$ cat src/rtl/classify_ctrl.sv
// Sequences NUM_ROWS multiplier row operations, stores each row result and
// tracks the signed argmax, with a per-row watchdog and sticky overflow status.
module classify_ctrl #(
    parameter int NUM_ROWS = 10,
    parameter int TIMEOUT  = 1023
) (
    input  logic        clk,
    input  logic        rst,
    input  logic        start,
    output logic        mult_begin,
    output logic [3:0]  mult_row_select,
    input  logic        done_row,
    input  logic [31:0] row_result,
    input  logic        overflow,
    output logic        res_we,
    output logic [3:0]  res_addr,
    output logic [31:0] res_data,
    output logic        busy,
    output logic        done,
    output logic [3:0]  class_id,
    output logic [31:0] class_score,
    output logic        ovf_flag,
    output logic        timeout
);

    localparam int WD_W = $clog2(TIMEOUT + 1);
    // The watchdog reads 0 in the first WAIT cycle, so this value puts FINISH
    // exactly TIMEOUT cycles after the mult_begin pulse.
    localparam logic [WD_W-1:0] WD_LAST = WD_W'(TIMEOUT - 2);
    localparam logic [3:0]      ROW_LAST = 4'(NUM_ROWS - 1);

    typedef enum logic [2:0] {
        S_IDLE,
        S_ISSUE,
        S_WAIT,
        S_STORE,
        S_FINISH
    } state_t;

    state_t            state_q, state_d;
    logic [3:0]        row_q, row_d;
    logic [WD_W-1:0]   wd_q, wd_d;
    logic [31:0]       result_q, result_d;
    logic              ovf_cap_q, ovf_cap_d;
    logic              ovf_q, ovf_d;
    logic              tmo_q, tmo_d;
    logic [3:0]        cid_q, cid_d;
    logic [31:0]       cs_q, cs_d;

    always_ff @(posedge clk) begin
        if (rst) begin
            state_q   <= S_IDLE;
            row_q     <= '0;
            wd_q      <= '0;
            result_q  <= '0;
            ovf_cap_q <= 1'b0;
            ovf_q     <= 1'b0;
            tmo_q     <= 1'b0;
            cid_q     <= '0;
            cs_q      <= '0;
        end else begin
            state_q   <= state_d;
            row_q     <= row_d;
            wd_q      <= wd_d;
            result_q  <= result_d;
            ovf_cap_q <= ovf_cap_d;
            ovf_q     <= ovf_d;
            tmo_q     <= tmo_d;
            cid_q     <= cid_d;
            cs_q      <= cs_d;
        end
    end

    always_comb begin
        state_d   = state_q;
        row_d     = row_q;
        wd_d      = wd_q;
        result_d  = result_q;
        ovf_cap_d = ovf_cap_q;
        ovf_d     = ovf_q;
        tmo_d     = tmo_q;
        cid_d     = cid_q;
        cs_d      = cs_q;
        case (state_q)
            S_IDLE: begin
                if (start) begin
                    row_d   = '0;
                    ovf_d   = 1'b0;
                    tmo_d   = 1'b0;
                    cid_d   = '0;
                    cs_d    = '0;
                    state_d = S_ISSUE;
                end
            end
            S_ISSUE: begin
                wd_d    = '0;
                state_d = S_WAIT;
            end
            S_WAIT: begin
                if (done_row) begin
                    result_d  = row_result;
                    ovf_cap_d = overflow;
                    state_d   = S_STORE;
                end else if (wd_q == WD_LAST) begin
                    tmo_d   = 1'b1;
                    state_d = S_FINISH;
                end else begin
                    wd_d = wd_q + 1'b1;
                end
            end
            S_STORE: begin
                ovf_d = ovf_q | ovf_cap_q;
                // Strict compare: on a tie the earlier (lower) row is kept.
                if (row_q == 4'd0 || $signed(result_q) > $signed(cs_q)) begin
                    cid_d = row_q;
                    cs_d  = result_q;
                end
                if (row_q == ROW_LAST) begin
                    state_d = S_FINISH;
                end else begin
                    row_d   = row_q + 4'd1;
                    state_d = S_ISSUE;
                end
            end
            S_FINISH: state_d = S_IDLE;
            default:  state_d = S_IDLE;
        endcase
    end

    assign mult_begin      = (state_q == S_ISSUE);
    assign mult_row_select = row_q;
    assign res_we          = (state_q == S_STORE);
    assign res_addr        = row_q;
    assign res_data        = result_q;
    assign busy            = (state_q != S_IDLE);
    assign done            = (state_q == S_FINISH);
    assign class_id        = cid_q;
    assign class_score     = cs_q;
    assign ovf_flag        = ovf_q;
    assign timeout         = tmo_q;

endmodule

$ cat config.mk
export PLATFORM = sky130hd
export DESIGN_NAME = classify_ctrl
export DESIGN_NICKNAME = d
export VERILOG_FILES = /design/src/rtl/classify_ctrl.sv
export SDC_FILE = /design/constraint.sdc
export NUM_CORES = 1
export LEC_CHECK = 0
export BUFFER_PORTS_ARGS = -buffer_cell sky130_fd_sc_hd__buf_4
export CORE_AREA = 2 2 120 122
export CTS_BUF_LIST = sky130_fd_sc_hd__clkbuf_16
export DETAILED_ROUTE_END_ITERATION = 12
export DIE_AREA = 0 0 122 124
export PLACE_DENSITY = 0.58
export SYNTH_ARGS = -nofsm -noshare
export SYNTH_HDL_FRONTEND = slang
export SYNTH_SLANG_ARGS = --single-unit
$ cat constraint.sdc
create_clock -name clk -period 2.5 [get_ports clk]
set_input_delay 0.375 -clock clk [delete_from_list [all_inputs] [get_ports clk]]
set_output_delay 0.375 -clock clk [all_outputs]
set_load 0.02 [all_outputs]
Yosys cells after proc, flatten, opt, wreduce, memory -nomap -nowiden

Cells that the tools add are included.
Widths: inputs -> output; s select.

Register bits after elaboration: 88
Bits of input ports: 37
Output and inout bits: 82

$lt $le $gt $ge: 1
Multiplexer cells: 21
Eq/ne operators: 13
Add/subtract/negate cells: 2
Reduce and logical (&&, ||, !) cells: 14
Bitwise operators: 1

Operator list:

| operator              | number |
|---|---|
| $mux 32               | 2 |
| $pmux 32 s2           | 1 |
| $gt 32x32->1          | 1 |
| $mux 10               | 2 |
| $pmux 10 s2           | 1 |
| $pmux 4 s2            | 2 |
| $mux 3                | 4 |
| $mux 4                | 3 |
| $pmux 3 s4            | 1 |
| $add 10x1->10 const B | 1 |
| $eq 10x10->1 const B  | 1 |
| $ne 2x2->1 const B    | 5 |
| $reduce_and 3->1      | 3 |
| $eq 3x2->1 const B    | 2 |
| $reduce_and 2->1      | 3 |
| $reduce_bool 2->1     | 3 |
| $add 4x1->4 const B   | 1 |
| $eq 4x4->1 const B    | 1 |
| $logic_not 4->1       | 1 |
| $pmux 1 s2            | 2 |
| $reduce_and 4->1      | 1 |
| $eq 3x1->1 const B    | 1 |
| $eq 3x3->1 const B    | 1 |
| $logic_not 3->1       | 1 |
| other kinds (6)       | 8 |

Longest topological paths before layout

Depth in word-level cells: 4
Gate-level depth with buffers: 11
Mapped depth without buffers: 9

Least setup slack after synthesis

OpenSTA, ideal clock, no wires.

Path kind: flip-flop to flip-flop
Start: register cs_q[14] (netlist: class_score[14])
End: register cs_q[10] (netlist: class_score[10])
Arrival time: 2.401 ns
Setup slack: -0.018 ns
Cell stages (with the launch flop): 12
Setup time: 0.117 ns
Buffers on the path: 2
Path through: dfxtp_1 -> inv_1 -> ha_1 -> a21oi_1 -> nand2_1 -> a211o_1 -> a211oi_1 -> nor4b_2 -> o311a_1 -> buf_6 -> buf_8 -> a22o_1

Word-level cells in the longest chain between the ends: 4

Ends and longest elaborated chain:

| what                       | line | RTL |
|---|---|---|
| start, declared            | 48   | `logic [31:0] cs_q, cs_d;` |
| start signal, assigned     | 70   | `cs_q <= cs_d;` |
| $gt 32x32->1               | 114  | `if (row_q == 4'd0 \|\| $signed(result_q) > $signed(cs_q)) begin` |
| $logic_or 1x1->1           | 114  |  |
| $ne 2x1->1 (no line)       | --   |  |
| $reduce_and 3->1 (no line) | --   |  |

No other way between the ends.
A chain may end at the register's enable or synchronous reset.

Worst setup path in the final report

Start: register cs_q[31] (netlist: class_score[31])
End: register cs_q[11] (netlist: class_score[11])

Same word-level chain as after synthesis.

==> results.json <==
{
  "status": "finished, violations left",
  "violations": "negative setup slack",
  "fin_crit_sh_pct": 102,
  "initial_core_util_pct": 29.6,
  "fp-row-count": 43,
  "design.die.area_mm2": 0.0151,
  "crit_type": "reg -> reg",
  "critical-path-slowest-cell": "dfxtp_1",
  "clockBufferDepth": 2,
  "synth_fp_nets": 527,
  "ys_top_cells_by_area": "dfxtp_1, ha_1, nand2_1",
  "route.detailed.drc": 0,
  "n_antenna_cell": 0,
  "synth_top_area_cell": "dfxtp_1",
  "vias": 3737,
  "switching_share_pct": 25.1,
  "hp-start": "row_result[19]",
  "syn2layout_area_growth_pct": 46.1,
  "wl_per_cell_um": 15.1,
  "switching_power_mw": 0.902,
  "holdBufCountCts": 0,
  "fmax_mhz": 391,
  "tns_ns": -1.03,
  "synthArstFlopShare_pct": 0,
  "hold_viol": 0,
  "dp_cells": 757,
  "synth_flop_cell": "dfxtp_1",
  "crit_chain": "inv_1, ha_4, and4_4, and4bb_2, o21bai_4, nor4b_4, buf_4, o32ai_4, buf_12, clkbuf_16, a22o_1",
  "synth_cell_type_count": 47,
  "cp-end-kind": "flop",
  "synth_edf_count": 0,
  "drtPass1Iterations": 4,
  "clockRootBuffer": "clkbuf_16",
  "dieHeight_um": 124,
  "hold_path.class": "in -> reg",
  "clock_sinks": 88,
  "relSlewSlack_pct": 64.8,
  "reg2reg_depth": 11,
  "fin_area_mm2": 0.00593,
  "rsz0062_at_grt": "yes",
  "place_area_mm2": 0.00527,
  "grt_pass1_wl_mm": 17.8,
  "fin_skew_ns": 0.00788,
  "coreArea_mm2": 0.0137,
  "vdd_drop_max_uv": 295,
  "startpoint_type": "flop",
  "worstPathMaxFanout": 7,
  "combPwrFrac_pct": 16.5,
  "setup_viol": 36,
  "gp_congestion": 0.793,
  "yosysWarningCount": 0,
  "die_x_um": 122,
  "ys_seq_elements": 88,
  "clock_latency_ns": 0.35,
  "r2r-end": "class_score[11]$_SDFFE_PP0P_",
  "power_density_mw_per_mm2": 606,
  "synthesis.area_mm2": 0.00406,
  "min_to": "res_data[19]$_SDFFE_PP0P_",
  "worstPathArrival_ns": 2.79,
  "internal_power_mw": 2.69,
  "fin_cells": 782,
  "yosysSeqAreaShare_pct": 43.4,
  "slew_viol_final": 0,
  "clkSlewWorstSetupHoldPaths_ns": 0.07,
  "drv_cap": 0,
  "cpPeakStageDelay_ns": 0.36,
  "nets": 671,
  "timing.critical_path.from": "class_score[31]$_SDFFE_PP0P_",
  "globalRouteTotalUtil_pct": 15.2,
  "cp.depth": 11,
  "crit_buf_inv": 4,
  "seqPwrFrac_pct": 40.5,
  "reg2reg_slack_ns": -0.06,
  "antenna_found_initial": 0,
  "cp_top_family": "simple AND/OR/NAND/NOR gates",
  "max_slew.worst_pin.slew_ns": 0.527,
  "grt_overflow": 0,
  "numPortBuffers": 118,
  "dp_hpwl_mm": 8.25,
  "cts_buffers": 9,
  "drtIter0Drc": 146,
  "cts_tree": "yes",
  "hold-path-cell-count": 3,
  "wl_mm": 11.8,
  "p_clk_share_pct": 43.0,
  "grt_max_degree": 42,
  "period_needed_ns": 2.56,
  "drive_above_1_share_pct": 35.5,
  "p_leak_nw": 2.53,
  "synthCells": 453,
  "cts_max_level": 3,
  "pin_count": 119,
  "fin_ws_ns": -0.0592,
  "r2r-start": "class_score[31]$_SDFFE_PP0P_",
  "vias_per_cell": 4.78,
  "postSynthAreaPerCell_um2": 8.95,
  "grt_pass1_vias": 3645,
  "worstPathRequired_ns": 2.73,
  "synth_top_area_share_pct": 43.4,
  "detail-route-antenna-nets": 0
}
[power groups by stage]
stage | Sequential (mW) | Clock (mW) | Combinational (mW)
after floorplan | 1.50 | 0 | 0.264
final | 1.46 | 1.54 | 0.592
after global placement | 1.48 | 0 | 0.485
after detailed placement | 1.48 | 0 | 0.492
after global routing | 1.46 | 1.63 | 0.645
after CTS | 1.45 | 1.58 | 0.517
[placed cells by master (no fill, tap or decap), types with 10 or more instances in the layout]
master and n:
ha_4 10, buf_4 149, clkbuf_16 11, inv_1 35
nor2_1 20, a22o_1 36, a21oi_1 50, dfxtp_2 11
dfxtp_1 77, nand2_1 86, ha_1 27
[worst max path at each step]
stage / endpoint / slack, ns
final: class_score[11]$_SDFFE_PP0P_ / -0.06
after global routing: class_score[23]$_SDFFE_PP0P_ / -0.16
after CTS: class_score[3]$_SDFFE_PP0P_ / -0.04
after detailed placement: class_score[17]$_SDFFE_PP0P_ / -0.09
after global placement: class_score[14]$_SDFFE_PP0P_ / -0.03
after floorplan: class_score[14]$_SDFFE_PP0P_ / 0.005
[area by class of cell]
class	instances	area (um2)
multi-input combinational	302	2180
fill	1361	7790
tap	180	225
sequential	88	1780
clock buffer	9	225
clock inverter	7	120
timing repair buffer	157	1260
inverter	39	146
[cells in the mapped netlist, types with 2 or more instances]
cell,n
o21a_1,3
clkbuf_1,12
a22o_1,36
a21oi_1,52
inv_1,39
and4_1,3
nor3_2,2
o21ai_1,2
xor2_1,8
nor2_1,20
nand4b_1,2
o2bb2ai_1,2
nor3_1,3
nand4_1,4
a31oi_1,2
buf_8,3
dfxtp_1,88
buf_4,4
nor3b_1,5
ha_1,37
o21ai_0,4
nand2_1,87
xnor2_1,2
nand3_1,7
buf_2,4
[state kept, by name, summed over array words and instances (netlist names)]
register / count
class_score: 32
ovf_flag: 1
res_data: 32
state_q: 3
mult_row_select: 4
class_id: 4
wd_q: 10
ovf_cap_q: 1
timeout: 1
[routing by layer]
| metal | track usage, % | routed length, um | vias to the layer above |
|---|---|---|---|
| met5 | 0 | 0 | - |
| met4 | 5.17 | 196 | 0 |
| met3 | 3.48 | 572 | 14 |
| met2 | 26.8 | 5720 | 86 |
| met1 | 18.1 | 5300 | 1769 |
| li1 | - | - | 1868 |
[cell families (layout without fill, tap and decap cells)]
group | count (synthesis) | after routing | synth area share (%)
AO/OA/AOI/OAI | 109 | 109 | 18.4
adder cells (fa/ha/maj) | 37 | 37 | 11.4
XOR/XNOR | 10 | 10 | 2.16
buffers and inverters | 63 | 212 | 7.34
flip-flops | 88 | 88 | 43.4
AND/OR/NAND/NOR | 146 | 146 | 17.2
[stage by stage]
| stage | setup WS [ns] | hold slack [ns] | power (mW) | utilization [%] |
|---|---|---|---|---|
| 3_5_place_dp | -0.0922 | 0.455 | 1.98 | 38.4 |
| 5_1_grt | -0.157 | 0.282 | 3.73 | 43.2 |
| 4_1_cts | -0.0411 | 0.266 | 3.55 | 41.9 |
| 3_3_place_gp | -0.0333 | 0.448 | 1.97 | 38.4 |
| 2_1_floorplan | 0.00456 | 0.437 | 1.77 | - |
| 6_report | -0.0592 | 0.276 | 3.59 | 43.2 |
[repair_timing]
action | CTS | global route
setup buffers | 2 | 3
pin swaps | 0 | 4
setup endpoints to repair | 36 | 36
gates cloned | 1 | 3
gates resized for setup | 21 | 15
[worst min-delay path: stages]
cell and delay [ns]:
buf_4 0.10, nand2_1 0.05, a21oi_1 0.05
Note: power is estimated with default switching activity, not from simulation.
